File: src/rtl/nes_audio_pkg.sv
// rtl/nes_audio_pkg.sv - shared audio sample types, I2S state encoding and helpers
//
// Imported by the audio serializer and its FIFO. Holds the default sample
// width, the signed PCM sample type and the serializer state enum.

package nes_audio_pkg;

    localparam int SAMPLE_W_DEFAULT = 16;

    typedef logic signed [15:0] audio_sample_t;

    typedef enum logic {
        I2S_IDLE   = 1'b0,
        I2S_ACTIVE = 1'b1
    } i2s_state_t;

    // Saturating 8-bit increment used by event counters.
    function automatic logic [7:0] sat_inc8(input logic [7:0] v);
        return (v == 8'hFF) ? v : v + 8'd1;
    endfunction

endpackage

File: src/rtl/audio_sample_fifo.sv
// rtl/audio_sample_fifo.sv - synchronous sample FIFO with occupancy count
//
// Ports:
//   clk, rst   system clock, asynchronous active-high reset
//   push       write push_data (ignored while full)
//   push_data  sample to store
//   pop        advance the read pointer (ignored while empty)
//   pop_data   current head entry, valid whenever empty = 0
//   full       level == DEPTH
//   empty      level == 0
//   level      registered occupancy, 0..DEPTH

module audio_sample_fifo #(
    parameter int WIDTH = 16,
    parameter int DEPTH = 8
) (
    input  logic                     clk,
    input  logic                     rst,
    input  logic                     push,
    input  logic [WIDTH-1:0]         push_data,
    input  logic                     pop,
    output logic [WIDTH-1:0]         pop_data,
    output logic                     full,
    output logic                     empty,
    output logic [$clog2(DEPTH):0]   level
);

    localparam int AW = $clog2(DEPTH);
    localparam int LW = AW + 1;

    logic [WIDTH-1:0] mem [DEPTH];
    logic [AW-1:0]    wr_ptr;
    logic [AW-1:0]    rd_ptr;
    logic             do_push;
    logic             do_pop;

    assign full     = (level == LW'(DEPTH));
    assign empty    = (level == '0);
    assign do_push  = push && !full;
    assign do_pop   = pop && !empty;
    assign pop_data = mem[rd_ptr];

    // Pointers wrap naturally because DEPTH is a power of two.
    always_ff @(posedge clk or posedge rst) begin
        if (rst) begin
            wr_ptr <= '0;
            rd_ptr <= '0;
            level  <= '0;
        end else begin
            if (do_push) begin
                wr_ptr <= wr_ptr + 1'b1;
            end
            if (do_pop) begin
                rd_ptr <= rd_ptr + 1'b1;
            end
            case ({do_push, do_pop})
                2'b10:   level <= level + 1'b1;
                2'b01:   level <= level - 1'b1;
                default: level <= level;
            endcase
        end
    end

    // Storage is not reset; stale entries are unreachable once pointers clear.
    always_ff @(posedge clk) begin
        if (do_push) begin
            mem[wr_ptr] <= push_data;
        end
    end

endmodule

File: src/rtl/sync.sv
// rtl/sync.sv - two-flop synchronizer for asynchronous inputs
//
// Ports:
//   clk  system clock
//   rst  asynchronous active-high reset, clears both stages
//   d    asynchronous input
//   q    synchronized output, two clk cycles behind d

module sync #(
    parameter int WIDTH = 1
) (
    input  logic             clk,
    input  logic             rst,
    input  logic [WIDTH-1:0] d,
    output logic [WIDTH-1:0] q
);

    logic [WIDTH-1:0] meta;

    always_ff @(posedge clk or posedge rst) begin
        if (rst) begin
            meta <= '0;
            q    <= '0;
        end else begin
            meta <= d;
            q    <= meta;
        end
    end

endmodule

File: src/rtl/i2s_audio_tx.sv
// rtl/i2s_audio_tx.sv - I2S serializer from APU mono samples to codec DIN
//
// Ports:
//   Clk             system clock (MCLK domain), >= 8x SCLK
//   Reset           asynchronous active-high reset
//   sample_in       signed PCM sample from the APU
//   sample_valid    sample_in valid this cycle
//   sample_ready    FIFO can accept a sample (!full)
//   SCLK, LRCLK     codec bit clock and word select (low = left), async to Clk
//   DOUT            serial data to the codec, changes after SCLK falls
//   underrun        one-Clk pulse when a left load finds the FIFO empty
//   underrun_count  saturating underrun count
//   fifo_level      current FIFO occupancy

module i2s_audio_tx
    import nes_audio_pkg::*;
#(
    parameter int SAMPLE_W   = SAMPLE_W_DEFAULT,
    parameter int FIFO_DEPTH = 8
) (
    input  logic                          Clk,
    input  logic                          Reset,
    input  logic signed [SAMPLE_W-1:0]    sample_in,
    input  logic                          sample_valid,
    output logic                          sample_ready,
    input  logic                          SCLK,
    input  logic                          LRCLK,
    output logic                          DOUT,
    output logic                          underrun,
    output logic [7:0]                    underrun_count,
    output logic [$clog2(FIFO_DEPTH):0]   fifo_level
);

    localparam int CNT_W = $clog2(SAMPLE_W + 1);

    logic                sclk_s;
    logic                lrclk_s;
    logic                sclk_d;
    logic                sclk_fall;
    logic                lr_prev;
    logic                lr_change;

    i2s_state_t          state;
    i2s_state_t          state_next;
    logic                do_left;
    logic                do_right;
    logic                do_shift;

    logic [SAMPLE_W-1:0] shreg;
    logic [SAMPLE_W-1:0] hold_reg;
    logic [CNT_W-1:0]    bit_cnt;

    logic [SAMPLE_W-1:0] fifo_head;
    logic                fifo_full;
    logic                fifo_empty;

    sync #(.WIDTH(1)) u_sync_sclk (
        .clk (Clk),
        .rst (Reset),
        .d   (SCLK),
        .q   (sclk_s)
    );

    sync #(.WIDTH(1)) u_sync_lrclk (
        .clk (Clk),
        .rst (Reset),
        .d   (LRCLK),
        .q   (lrclk_s)
    );

    // Pops happen only on a left load; the FIFO itself ignores pops while empty.
    audio_sample_fifo #(
        .WIDTH (SAMPLE_W),
        .DEPTH (FIFO_DEPTH)
    ) u_fifo (
        .clk       (Clk),
        .rst       (Reset),
        .push      (sample_valid),
        .push_data (sample_in),
        .pop       (do_left),
        .pop_data  (fifo_head),
        .full      (fifo_full),
        .empty     (fifo_empty),
        .level     (fifo_level)
    );

    assign sample_ready = !fifo_full;
    assign sclk_fall    = sclk_d && !sclk_s;
    // lr_prev doubles as the LRCLK edge register, sampled only on SCLK falls.
    assign lr_change    = sclk_fall && (lrclk_s != lr_prev);

    always_ff @(posedge Clk or posedge Reset) begin
        if (Reset) begin
            state <= I2S_IDLE;
        end else begin
            state <= state_next;
        end
    end

    // Right-slot changes while idle only track lr_prev, so output always
    // starts on a full left slot.
    always_comb begin
        state_next = state;
        do_left    = 1'b0;
        do_right   = 1'b0;
        do_shift   = 1'b0;
        if (lr_change) begin
            if (!lrclk_s) begin
                do_left    = 1'b1;
                state_next = I2S_ACTIVE;
            end else if (state == I2S_ACTIVE) begin
                do_right = 1'b1;
            end
        end else if (sclk_fall && (state == I2S_ACTIVE)) begin
            do_shift = 1'b1;
        end
    end

    always_ff @(posedge Clk or posedge Reset) begin
        if (Reset) begin
            sclk_d         <= 1'b0;
            lr_prev        <= 1'b0;
            shreg          <= '0;
            hold_reg       <= '0;
            bit_cnt        <= '0;
            DOUT           <= 1'b0;
            underrun       <= 1'b0;
            underrun_count <= '0;
        end else begin
            sclk_d   <= sclk_s;
            underrun <= 1'b0;
            if (lr_change) begin
                lr_prev <= lrclk_s;
            end
            // DOUT is left alone on load edges: this gives the I2S one-bit delay.
            if (do_left) begin
                bit_cnt <= CNT_W'(SAMPLE_W);
                if (!fifo_empty) begin
                    hold_reg <= fifo_head;
                    shreg    <= fifo_head;
                end else begin
                    shreg          <= hold_reg;
                    underrun       <= 1'b1;
                    underrun_count <= sat_inc8(underrun_count);
                end
            end else if (do_right) begin
                bit_cnt <= CNT_W'(SAMPLE_W);
                shreg   <= hold_reg;
            end else if (do_shift) begin
                if (bit_cnt != '0) begin
                    DOUT    <= shreg[SAMPLE_W-1];
                    shreg   <= {shreg[SAMPLE_W-2:0], 1'b0};
                    bit_cnt <= bit_cnt - 1'b1;
                end else begin
                    DOUT <= 1'b0;
                end
            end
        end
    end

endmodule
File: config.mk
export PLATFORM = sky130hd
export DESIGN_NAME = i2s_audio_tx
export DESIGN_NICKNAME = d
export VERILOG_FILES = /design/src/rtl/nes_audio_pkg.sv /design/src/rtl/audio_sample_fifo.sv /design/src/rtl/sync.sv /design/src/rtl/i2s_audio_tx.sv
export SDC_FILE = /design/constraint.sdc
export NUM_CORES = 1
export LEC_CHECK = 0
export ABC_CLOCK_PERIOD_IN_PS = 2400
export BUFFER_PORTS_ARGS = -buffer_cell sky130_fd_sc_hd__buf_2
export CAP_MARGIN = 20
export CORE_AREA = 2 2 165 167
export CTS_CLUSTER_SIZE = 25
export DETAILED_ROUTE_END_ITERATION = 10
export DIE_AREA = 0 0 167 169
export GPL_TIMING_DRIVEN = 0
export HOLD_SLACK_MARGIN = 0.02
export SYNTH_ARGS = -nofsm -noshare
export SYNTH_HDL_FRONTEND = slang
export SYNTH_SLANG_ARGS = --single-unit
File: constraint.sdc
create_clock -name Clk -period 2.4 [get_ports Clk]
set_clock_uncertainty 0.05 [all_clocks]
set_input_delay 0.24 -clock Clk [delete_from_list [all_inputs] [get_ports Clk]]
set_output_delay 0.24 -clock Clk [all_outputs]
set_load 0.02 [all_outputs]
==> results.py <==
metrics = {
    "synthesis": {
        "synth_cell_type_count": 50,
        "synth_mux_area_share_pct": 9.167,
        "syn-num-nets": 536,
        "yosysWarningCount": 0,
        "synth-adder-area-share_pct": 1.124,
        "synth_cells": 508,
        "ys_ff_latch": 192,
        "synth_xor_area_share_pct": 2.248,
        "synth_compound_area_share_pct": 6.598,
        "synthTopCellsByCount": "128 x edfxtp_1, 64 x dfrtp_1, 58 x nand2_1",
        "synth_area_per_cell_um2": 15.34,
        "synth_edf_count": 128,
        "synth_seq_area_share_pct": 69.87,
        "synth_top_family_by_area": "multiplexers",
        "yosysMostFrequentCell": "edfxtp_1",
        "yosys-top-cells-area": "edfxtp_1 49%, dfrtp_1 21%, mux4_2 4.6%, mux2i_1 4.1%, nand2_1 2.8%",
        "synth_ff_type": "edfxtp_1",
        "synth-simple-area-share_pct": 8.830,
        "async_flop_share_pct": 33.33,
        "netlist_area_um2": 7794,
        "synthDominantCellAreaShare_pct": 49.32,
        "synth_top_area_cell": "edfxtp_1",
    },
    "global_routing": {
        "grt_pass1_vias": 4478,
        "overflow": 0,
        "antenna_found_initial": 0,
        "grt_max_degree": 65,
        "track_usage_pct": 12.04,
        "grt_pass1_wl_um": 25720,
    },
    "timing": {
        "relSlewSlack_pct": 45.27,
        "fin_crit_sh_pct": 98.12,
        "min_period_ns": 2.355,
        "hold_viol_final": 0,
        "max_slew.worst_pin.slew_ns": 0.8209,
        "grt_setup_unrepaired": "yes",
        "fin_hold_ws_ns": 0.04001,
        "finalSetupViolCount": 0,
        "slew_viol_final": 0,
        "fmax_mhz": 424.7,
        "fin_ws_ns": 0.04516,
    },
    "pwr": {
        "cellLeakagePower_nw": 3.547,
        "ir_drop_mv": 0.5370,
        "power_density_nw_per_um2": 1075,
        "power_w": 0.01023,
    },
    "setup_path": {
        "path_class": "reg -> reg",
        "cp_data_required_time_ns": 2.70,
        "r2r_slack_ns": 0.05,
        "end_kind": "flip-flop",
        "cp_max_fo": 5,
        "arrival_ns": 2.65,
        "crit_path_start_kind": "flip-flop",
    },
    "outcome": {
        "status": "finished clean",
    },
    "floorplan": {
        "start_util_pct": 29.41,
        "die_x_um": 167,
        "dieArea_um2": 28220,
        "coreArea_um2": 26500,
        "rows": 60,
        "io_pins": 36,
        "die_y_um": 169,
    },
    "route": {
        "avgRoutedWirePerCell_um": 17.14,
        "ant_nets": 0,
        "drtIter0Drc": 393,
        "drc": 0,
        "viasPerCell": 4.667,
        "firstDrtPassIters": 4,
        "drt-total-wl_um": 16340,
        "via_count": 4448,
    },
    "clocking": {
        "clock-sinks": 192,
        "insertion_delay_ns": 0.44,
        "htree_levels": 4,
        "path_clk_slew_ns": 0.08,
        "cts_tree": "done",
        "root_buffer": "clkbuf_16",
        "cts.path.max_buffers": 2,
        "cts_made_buffers": 17,
    },
    "placed_design": {
        "dpl_worst_slack_ns": -0.2494,
        "dpl-instance-area_um2": 8618,
        "hpwl_um": 10490,
        "place_congestion": 0.7399,
        "port-buffer-count": 35,
    },
    "flow_run": {
        "maxCapViolCount": 0,
    },
    "cells_and_area": {
        "final_area_um2": 9515,
        "multi_input_area_um2": 2265,
        "nets": 627,
        "fill_cells": 2477,
        "diodes": 0,
        "layout-drive-gt1-share_pct": 24.51,
        "regArea_um2": 5450,
        "syn_to_final_growth_pct": 22.09,
        "largest_reg_flops": 128,
    },
    "hold_path": {
        "min_path_type": "in -> reg",
    },
}
-- metal layers --
metal,global-route usage [%],part of all wire [%],vias to the layer above
li1,-,-,2115
met1,15.42,45,2242
met2,19.65,50,82
met3,3.250,4.5,9
met4,4.460,0.84,0
met5,0,0,-
-- where the power goes --
group / switching [W] / internal, W
combinational: 0.00156 / 0.00126
clock: 0.00138 / 0.00139
sequential: 0.000359 / 0.00427
-- cell families after synthesis --
| family | Yosys count |
|---|---|
| XOR/XNOR | 20 |
| flip-flops | 192 |
| AND/OR/NAND/NOR | 140 |
| multiplexers | 51 |
| adder cells (fa/ha/maj) | 7 |
| buffers and inverters | 28 |
| AO/OA/AOI/OAI | 70 |
-- worst max-delay path, stage by stage (launching register included) --
cell,delay [ns]
dfrtp_2,0.43
buf_4,0.15
or4b_4,0.58
nand2_4,0.11
ha_4,0.17
xor2_2,0.14
ha_2,0.18
a21oi_2,0.04
xor2_1,0.14
nor2_1,0.13
xor2_1,0.15
-- per-stage QoR --
| stage | std cells | setup TNS (ns) | utilization [%] |
|---|---|---|---|
| 2_1_floorplan | 508 | -0.06342 | - |
| 3_3_place_gp | 884 | -84.60 | 31.81 |
| 3_5_place_dp | 892 | -0.4083 | 32.52 |
| 4_1_cts | 944 | 0 | 35.54 |
| 5_1_grt | 953 | -0.1883 | 35.91 |
| 6_report | 953 | 0 | 35.91 |
-- placed cells by master, fill, tap and decap left out, drive strengths merged, types with 2 or more instances in the layout --
cell,count
nor3,5
nor2,30
dfrtp,64
o211ai,12
nand3,11
nor2b,6
mux2i,32
inv,11
clkinvlp,3
edfxtp,128
and3b,3
mux4,16
a21oi,2
o21ai,5
nand4,5
buf,71
mux2,3
xor2,10
o221ai,7
clkbuf,23
nand2,60
a31oi,15
or4b,2
xnor2,10
clkinv,7
ha,7
a22oi,24
dlygate4sd3,17
nand2b,9
-- what timing repair did --
item	in CTS	in global routing
endpoints found under the setup margin	3	18
setup buffers	4	9
hold buffers	17	0
endpoints found under the hold margin	163	0
gates resized for setup	6	6
pin swaps	2	7
gates cloned	0	1
-- cell type report --
class                           count  share of cell area (%)
Sequential cell                   192                   57.28
Multi-Input combinational cell    288                   23.80
Timing Repair Buffer               73                   6.312
Tap cell                          341                   4.484
Clock buffer                       17                   4.471
Clock inverter                     15                   1.723
Buffer                             21                   1.315
Inverter                            5                  0.4997
Timing Repair inverter              1                  0.1183
-- worst paths after layout --
| check | depth (start not counted) | start | endpoint |
|---|---|---|---|
| setup / recovery | 10 | u_fifo.level[1] | u_fifo.level[2] |
| max in group asynchronous | 3 | Reset | hold_reg[3] |
| min in group asynchronous | 3 | Reset | u_fifo.wr_ptr[0] |
| hold reg to reg | 0 | u_sync_lrclk.meta | u_sync_lrclk.q |
| setup reg to reg | 10 | u_fifo.level[1] | u_fifo.level[2] |
| hold / removal | 1 | sample_in[10] | u_fifo.mem[4][10] |
(Power assumes the default switching activity.)
